## config.mk

```make
export PLATFORM = sky130hd
export DESIGN_NAME = vx_launch_ctrl
export DESIGN_NICKNAME = d
export VERILOG_FILES = /design/src/rtl/vx_launch_ctrl.sv
export SDC_FILE = /design/constraint.sdc
export NUM_CORES = 1
export LEC_CHECK = 0
export BUFFER_PORTS_ARGS = -buffer_cell sky130_fd_sc_hd__buf_2
export CAP_MARGIN = 5
export CELL_PAD_IN_SITES_DETAIL_PLACEMENT = 0
export CELL_PAD_IN_SITES_GLOBAL_PLACEMENT = 1
export CORE_AREA = 2 2 114 161
export DETAILED_ROUTE_END_ITERATION = 16
export DIE_AREA = 0 0 116 163
export PLACE_DENSITY_LB_ADDON = 0.1
export SYNTH_ARGS = -nofsm -noshare
export SYNTH_HDL_FRONTEND = slang
export SYNTH_SLANG_ARGS = --single-unit
```

## constraint.sdc

```tcl
create_clock -name clk -period 3.5 [get_ports clk]
set_input_delay 0.35 -clock clk [delete_from_list [all_inputs] [get_ports clk]]
set_output_delay 0.35 -clock clk [all_outputs]
set_load 0.02 [all_outputs]
```

## src/rtl/vx_launch_ctrl.sv

```systemverilog
// rtl/vx_launch_ctrl.sv - kernel launch sequencer: DCR table write-out, core reset release, busy tracking
// Optional feature macro: VX_LAUNCH_ABORT_EN (adds abort input and aborted status output)
module vx_launch_ctrl #(
  parameter int NUM_DCRS     = 4,
  parameter int DCR_ADDR_W   = 12,
  parameter int DCR_DATA_W   = 32,
  parameter int RESET_DELAY  = 8,
  parameter int BUSY_TIMEOUT = 1024,
  parameter int CYCLE_W      = 44
) (
  input  logic                           clk,
  input  logic                           resetn,
  input  logic                           start,
  input  logic [NUM_DCRS-1:0]            tbl_mask,
  input  logic [NUM_DCRS*DCR_ADDR_W-1:0] tbl_addr,
  input  logic [NUM_DCRS*DCR_DATA_W-1:0] tbl_data,
  output logic                           dcr_wr_valid,
  input  logic                           dcr_wr_ready,
  output logic [DCR_ADDR_W-1:0]          dcr_wr_addr,
  output logic [DCR_DATA_W-1:0]          dcr_wr_data,
  output logic                           vx_reset,
  input  logic                           vx_busy,
  output logic                           idle,
  output logic                           done,
  output logic                           timeout,
`ifdef VX_LAUNCH_ABORT_EN
  input  logic                           abort,
  output logic                           aborted,
`endif
  output logic [CYCLE_W-1:0]             cycles
);

  localparam int IDX_W   = (NUM_DCRS > 1) ? $clog2(NUM_DCRS) : 1;
  localparam int CNT_MAX = (RESET_DELAY > BUSY_TIMEOUT) ? RESET_DELAY : BUSY_TIMEOUT;
  localparam int CNT_W   = (CNT_MAX > 1) ? $clog2(CNT_MAX) : 1;

  localparam logic [IDX_W-1:0] LAST_IDX = IDX_W'(NUM_DCRS - 1);
  localparam logic [CNT_W-1:0] RST_LAST = CNT_W'(RESET_DELAY - 1);
  localparam logic [CNT_W-1:0] BT_LAST  = CNT_W'(BUSY_TIMEOUT - 1);

  localparam logic [2:0] S_IDLE  = 3'd0;
  localparam logic [2:0] S_DCR   = 3'd1;
  localparam logic [2:0] S_RST   = 3'd2;
  localparam logic [2:0] S_BWAIT = 3'd3;
  localparam logic [2:0] S_RUN   = 3'd4;
  localparam logic [2:0] S_DONE  = 3'd5;

  logic [2:0]            state;
  logic [IDX_W-1:0]      idx;
  logic [CNT_W-1:0]      cnt;

  logic [IDX_W-1:0]      load_idx;
  logic                  load_mask;
  logic [DCR_ADDR_W-1:0] load_addr;
  logic [DCR_DATA_W-1:0] load_data;
  logic [CYCLE_W-1:0]    cycles_inc;

  // Select the entry to present next: entry 0 when launching, otherwise the one after idx.
  always_comb begin
    load_idx  = (state == S_DCR) ? (idx + IDX_W'(1)) : '0;
    load_mask = 1'b0;
    load_addr = '0;
    load_data = '0;
    for (int i = 0; i < NUM_DCRS; i++) begin
      if (load_idx == IDX_W'(i)) begin
        load_mask = tbl_mask[i];
        load_addr = tbl_addr[i*DCR_ADDR_W +: DCR_ADDR_W];
        load_data = tbl_data[i*DCR_DATA_W +: DCR_DATA_W];
      end
    end
  end

  // Busy-cycle increment that sticks at all-ones instead of wrapping.
  always_comb begin
    cycles_inc = (&cycles) ? cycles : (cycles + CYCLE_W'(1));
  end

  // Launch sequencer: every output is a register updated here.
  always_ff @(posedge clk) begin
    if (!resetn) begin
      state        <= S_IDLE;
      idx          <= '0;
      cnt          <= '0;
      dcr_wr_valid <= 1'b0;
      dcr_wr_addr  <= '0;
      dcr_wr_data  <= '0;
      vx_reset     <= 1'b1;
      idle         <= 1'b1;
      done         <= 1'b0;
      timeout      <= 1'b0;
      cycles       <= '0;
`ifdef VX_LAUNCH_ABORT_EN
      aborted      <= 1'b0;
`endif
    end else begin
      case (state)
        S_IDLE, S_DONE: begin
          if (start) begin
            state        <= S_DCR;
            idle         <= 1'b0;
            done         <= 1'b0;
            timeout      <= 1'b0;
            cycles       <= '0;
            idx          <= '0;
            dcr_wr_valid <= load_mask;
            if (load_mask) begin
              dcr_wr_addr <= load_addr;
              dcr_wr_data <= load_data;
            end
`ifdef VX_LAUNCH_ABORT_EN
            aborted      <= 1'b0;
`endif
          end
        end
        S_DCR: begin
          // An entry retires when it was masked off or its write was accepted.
          if (!dcr_wr_valid || dcr_wr_ready) begin
            if (idx == LAST_IDX) begin
              dcr_wr_valid <= 1'b0;
              cnt          <= '0;
              state        <= S_RST;
            end else begin
              idx          <= load_idx;
              dcr_wr_valid <= load_mask;
              if (load_mask) begin
                dcr_wr_addr <= load_addr;
                dcr_wr_data <= load_data;
              end
            end
          end
        end
        S_RST: begin
          if (cnt == RST_LAST) begin
            vx_reset <= 1'b0;
            cnt      <= '0;
            state    <= S_BWAIT;
          end else begin
            cnt <= cnt + CNT_W'(1);
          end
        end
        S_BWAIT: begin
          if (vx_busy) begin
            cycles <= cycles_inc;
            state  <= S_RUN;
          end else if (cnt == BT_LAST) begin
            timeout  <= 1'b1;
            done     <= 1'b1;
            vx_reset <= 1'b1;
            idle     <= 1'b1;
            state    <= S_DONE;
          end else begin
            cnt <= cnt + CNT_W'(1);
          end
        end
        S_RUN: begin
          if (vx_busy) begin
            cycles <= cycles_inc;
          end else begin
            done     <= 1'b1;
            vx_reset <= 1'b1;
            idle     <= 1'b1;
            state    <= S_DONE;
          end
        end
        default: begin
          state        <= S_IDLE;
          dcr_wr_valid <= 1'b0;
          vx_reset     <= 1'b1;
          idle         <= 1'b1;
        end
      endcase
`ifdef VX_LAUNCH_ABORT_EN
      // Abort wins over any handshake or busy event decided above on this edge.
      if (abort && (state != S_IDLE) && (state != S_DONE)) begin
        dcr_wr_valid <= 1'b0;
        vx_reset     <= 1'b1;
        done         <= 1'b1;
        idle         <= 1'b1;
        aborted      <= 1'b1;
        state        <= S_DONE;
      end
`endif
    end
  end

endmodule

```

# Yosys cells after proc, flatten, opt, wreduce, memory -nomap -nowiden
# Cells that the tools add are included.
# totals
register_bits	108
out_inout_bits	93
# classes
add_sub_neg	3
eq_ne	23
mux	58
bitwise_logic	3
n_reduce_logical	24
# ops
op	n
two-way mux 32 bit	8
two-way mux 44 bit	3
two-way mux 12 bit	8
case mux 44 bit (2 select lines)	1
case mux 32 bit (2 select lines)	1
two-way mux 10 bit	5
adder 44 x 1 -> 44 bit (second input constant)	1
AND reduction 44 bit	1
case mux 10 bit (3 select lines)	1
case mux 12 bit (2 select lines)	1
two-way mux 3 bit	7
AND reduction 5 bit	4
inequality test 2 bit (second input constant)	8
case mux 3 bit (5 select lines)	1
two-way mux 1 bit	12
AND reduction 4 bit	3
adder 10 x 1 -> 10 bit (second input constant)	1
equality test 10 bit (second input constant)	1
equality test 10 x 3 -> 1 bit (second input constant)	1
two-way mux 2 bit	4
case mux 1 bit (4 select lines)	2
equality test 2 bit (second input constant)	3
equality test 3 x 2 -> 1 bit (second input constant)	2
equality test 3 bit (second input constant)	2
other kinds (19)	30

# Longest topological paths before layout
# logic_depth
ltp_word	11
ltp_mapped	11

# Worst setup path after synthesis
# OpenSTA, ideal clock, no wires.
# synth_path
path_type	reg2reg
startpoint	reg cycles[6]
endpoint	reg cycles[3]
arrival_ns	2.372
t_required_ns	3.385
slack_ns	1.014
stages_incl_launch_ff	11
synth_period_minus_slack_ns	2.486
cell_sequence	dfxtp_1 -> nand4_2 -> or4_1 -> buf_2 -> or2_1 -> buf_6 -> o21ai_4 -> buf_6 -> buf_6 -> nor3_1 -> o21a_1
# synth_between
elab_chain_len	3
# synth_rtl
element	line_no	rtl
from (decl)	30	output logic [CYCLE_W-1:0] cycles
from (signal assigned)	143	cycles <= cycles_inc;
from (signal assigned)	157	cycles <= cycles_inc;
AND reduction 44 bit	75	cycles_inc = (&cycles) ? cycles : (cycles + CYCLE_W'(1));
inequality test 2 bit (no source line)	-	
AND reduction 4 bit (no source line)	-	
# No other way between the ends.
# A chain may end at the register's enable or synchronous reset.

# Worst setup path in the final report
# layout_path
startpoint	reg state[2]
endpoint	reg dcr_wr_addr[11]
# layout_between
elab_chain_len	11
# layout_rtl
element	line_no	rtl
from (decl)	48	logic [2:0] state;
from (signal assigned)	81	state <= S_IDLE;
from (signal assigned)	99	state <= S_DCR;
from (signal assigned)	121	state <= S_RST;
equality test 3 x 1 -> 1 bit	60, 96	
two-way mux 2 bit	60	load_idx = (state == S_DCR) ? (idx + IDX_W'(1)) : '0;
logical NOT 2 bit	65	if (load_idx == IDX_W'(i)) begin
two-way mux 12 bit / two-way mux 1 bit (equally long branches) (4 in a row)	65	
two-way mux 12 bit	106, 125	
two-way mux 12 bit	118	if (idx == LAST_IDX) begin
two-way mux 12 bit	117	if (!dcr_wr_valid || dcr_wr_ready) begin
case mux 12 bit (2 select lines)	96	case (state)
to (signal assigned)	107	dcr_wr_addr <= load_addr;
to (signal assigned)	126	dcr_wr_addr <= load_addr;
to (decl)	19	output logic [DCR_ADDR_W-1:0] dcr_wr_addr,
# Several ways; a longest one is shown, not always the timed one. The select of a mux whose other input is x is not followed.

==> qor.txt <==
mapped cell area: 0.006206 mm²
CTS tree: done
Slew headroom: 0.4809
drt total wl: 20800 µm
met3 usage: 0.05508
min-delay src: tbl_data[123]
Final TNS setup: 0 ns
status: completed
cell area after layout: 0.008087 mm²
Syn. warnings: 0
GRT busiest layer: met2
Die Y: 163 µm
LEAKAGE: 3.431 nW
Switching Share: 0.4197
Clock transition at path regs: 0.07 ns
clock root cell: clkbuf_16
Layout fillers: 1900
wire per inst: 16.49 µm
fin. max-slew vios: 0
RSZ-0062 raised after global routing: false
CP max stage delay: 0.56 ns
Top cell by count, worst path: buf_4
Post-synth EDFFs: 0
post-placement cell area: 0.007782 mm²
GPL Wtd Cong: 0.8270
min Tclk post-route: 2.904 ns
drt first pass iters: 4
Synth area leader: dfxtp_1
most frequent cells in the layout: buf_2, nand2_1, dfxtp_1
Setup Fix Bufs, Post-CTS: 0
critical path arrival: 3.15 ns
cell family with most CP delay: compound AO/OA/AOI/OAI gates
worst r2r src: state[2]
Seq pwr share: 0.316
Critical Path Start: state[2]
part of the power in the clock network: 0.210
measured slew at the worst slew-check pin: 0.7735 ns
PD cells: 621.6 mW/mm²
Setup CP Type: reg -> reg
share of the synthesized area in the top cell type: 0.3484
ys async rst share: 0
Antenna Nets Post-Route: 0
GR Util met2: 0.4088
residual DRC count: 0
Starting Density: 0.3534
Post-synth top flop: dfxtp_1
first-pass GRT wire length: 32930 µm
I/O pins: 278
fmax: 344.3 MHz
Num CTS Buffers: 9
Internal: 0.002917 W
WP buf/inv: 2
H-Tree Depth: 3
total core area: 0.01756 mm²
top cells by area, synth: dfxtp_1, a21o_1, nand2_1, o221ai_1, a21boi_1
CP max FO: 56
TritonCTS sink count: 108
Setup crit end kind: register
worst hold path class: in -> reg
row cnt: 58
Die Area: 0.01891 mm²
sequential area share after synthesis: 0.3484
final hold violations: 0
initial antenna violation count: 3
CTS max path bufs: 2
Detailed Route Iter0 Violations: 267
via count: 6537
Max-Cap Viols: 0
share of layout cells above drive strength 1: 0.3219
Slowest-stage cell, CP: buf_4
synthesized flop and latch total: 108
PostCTS Resize Cnt: 0
largest net degree at the start of global routing: 57
most common cell after layout, fill and taps aside: buf_2
Psw: 0.002110 W
Clk Latency, worst-skew pair: 0.36 ns
Cell variety after synth: 68
worst path cell trace: buf_4 > o21ba_2 > a221oi_1 > a2111o_1 > or3b_4 > buf_4 > mux2i_1 > nor2b_1
crit path launch type: register
Syn-to-layout area delta: 30.30%
Gate power share: 0.473
Via density: 5.184
IR drop worst, VDD: 0.3193 mV
Total Nets Final: 1202
Overall Global Routing Usage: 0.2220
count of final setup violators: 0
Mean Syn Cell Area: 8.091 µm²
Congestion Overflow GR: 0
Syn Inst Count: 767
routing usage on met1: 0.2376
Net Count, Synth: 955
IO Port Bufs: 277
fin crit share: 0.8298
Worst Path Required: 3.74 ns
Die W: 116 µm
vias in the first global route: 6557
Final HPWL DP: 15530 µm
Post-CTS Hold Buffers: 0
Setup Skew: 0.01591 ns
## sequential cells by signal, indices dropped and copies added (netlist names), 2 cells and up
signal	flops
dcr_wr_addr	12
state	3
cnt	10
cycles	44
idx	2
dcr_wr_data	32
## cell type report
class	instances	area (µm²)	share of cell area
well taps	240	300.3	0.03713
clock buffers	10	229.0	0.02832
inverters	13	48.80	0.006034
flip-flops and latches	108	2162	0.2674
clock inverters	6	70.07	0.008665
multi-input cells	589	3752	0.4640
diodes	2	5.005	0.0006189
repair buffers	293	1519	0.1878
## cell usage after synthesis (2+ instances only)
master     instances
nand3b_1           3
buf_6              3
o211ai_4           2
o21ai_0           14
a21o_1            82
and4_1             4
o31ai_1           12
nand2b_1           2
mux2i_1            4
a21boi_1          42
nand4bb_1          2
o22ai_1            3
o211ai_1           5
nor2_1            40
o21ai_1            8
o21a_1             3
and2_1             8
o221ai_1          41
or3_1             17
xnor2_1            8
nor4_1             4
nor3_1            10
clkbuf_1          40
o211a_1            2
nand3_1           21
inv_1             12
ha_1               3
dfxtp_1          108
buf_2             11
buf_4              2
xor2_1            17
a21oi_1           29
and3_1             8
nand4_1           18
nand2_1          120
nor2b_1           12
or4_1             14
a21oi_2            3
## power groups by stage
stage          clock network [W]  registers [W]  logic [W]
2_1_floorplan                  0        0.00186    0.00142
4_1_cts                  0.00110        0.00159    0.00241
5_1_grt                  0.00114        0.00162    0.00262
3_3_place_gp                   0        0.00161    0.00242
3_5_place_dp                   0        0.00162    0.00240
6_report                 0.00106        0.00159    0.00238
## metal layers
layer	vias to the layer above	routed length (µm)
met1	2999	8106
met2	197	10810
met4	0	559
li1	3310	-
met3	31	1316
met5	-	0
## cells by family after synthesis
kind of cell,share of synthesized area
AO/OA/AOI/OAI,0.3115
adder cells (fa/ha/maj),0.006049
buffers and inverters,0.04939
XOR/XNOR,0.03528
AND/OR/NAND/NOR,0.2429
multiplexers,0.006452
flip-flops,0.3484
## stage by stage
step / hold WS [ns] / power (W) / instances / utilization / setup WS (ns)
2_1_floorplan: 0.4807 / 0.003280 / 767 / - / 1.014
3_3_place_gp: 0.4356 / 0.004032 / 1243 / 0.4431 / 0.6856
3_5_place_dp: 0.4415 / 0.004023 / 1243 / 0.4431 / 0.6202
4_1_cts: 0.3055 / 0.005101 / 1259 / 0.4602 / 0.5944
5_1_grt: 0.3233 / 0.005387 / 1261 / 0.4605 / 0.3612
6_report: 0.3199 / 0.005027 / 1261 / 0.4605 / 0.5957
## tightest hold or removal path, delay by kind of cell
kind,cells,cell delay (ns)
AND/OR/NAND/NOR,1,0.04
AO/OA/AOI/OAI,2,0.15
buffers and inverters,1,0.09
## path summary, 6_finish.rpt
path / end / slack [ns] / depth (start not counted)
min reg2reg: dcr_wr_data[14] / 0.45 / 2
max reg2reg: dcr_wr_addr[11] / 0.60 / 8
min: dcr_wr_data[27] / 0.32 / 4
max: dcr_wr_addr[11] / 0.60 / 8
(Power assumes the default switching activity.)
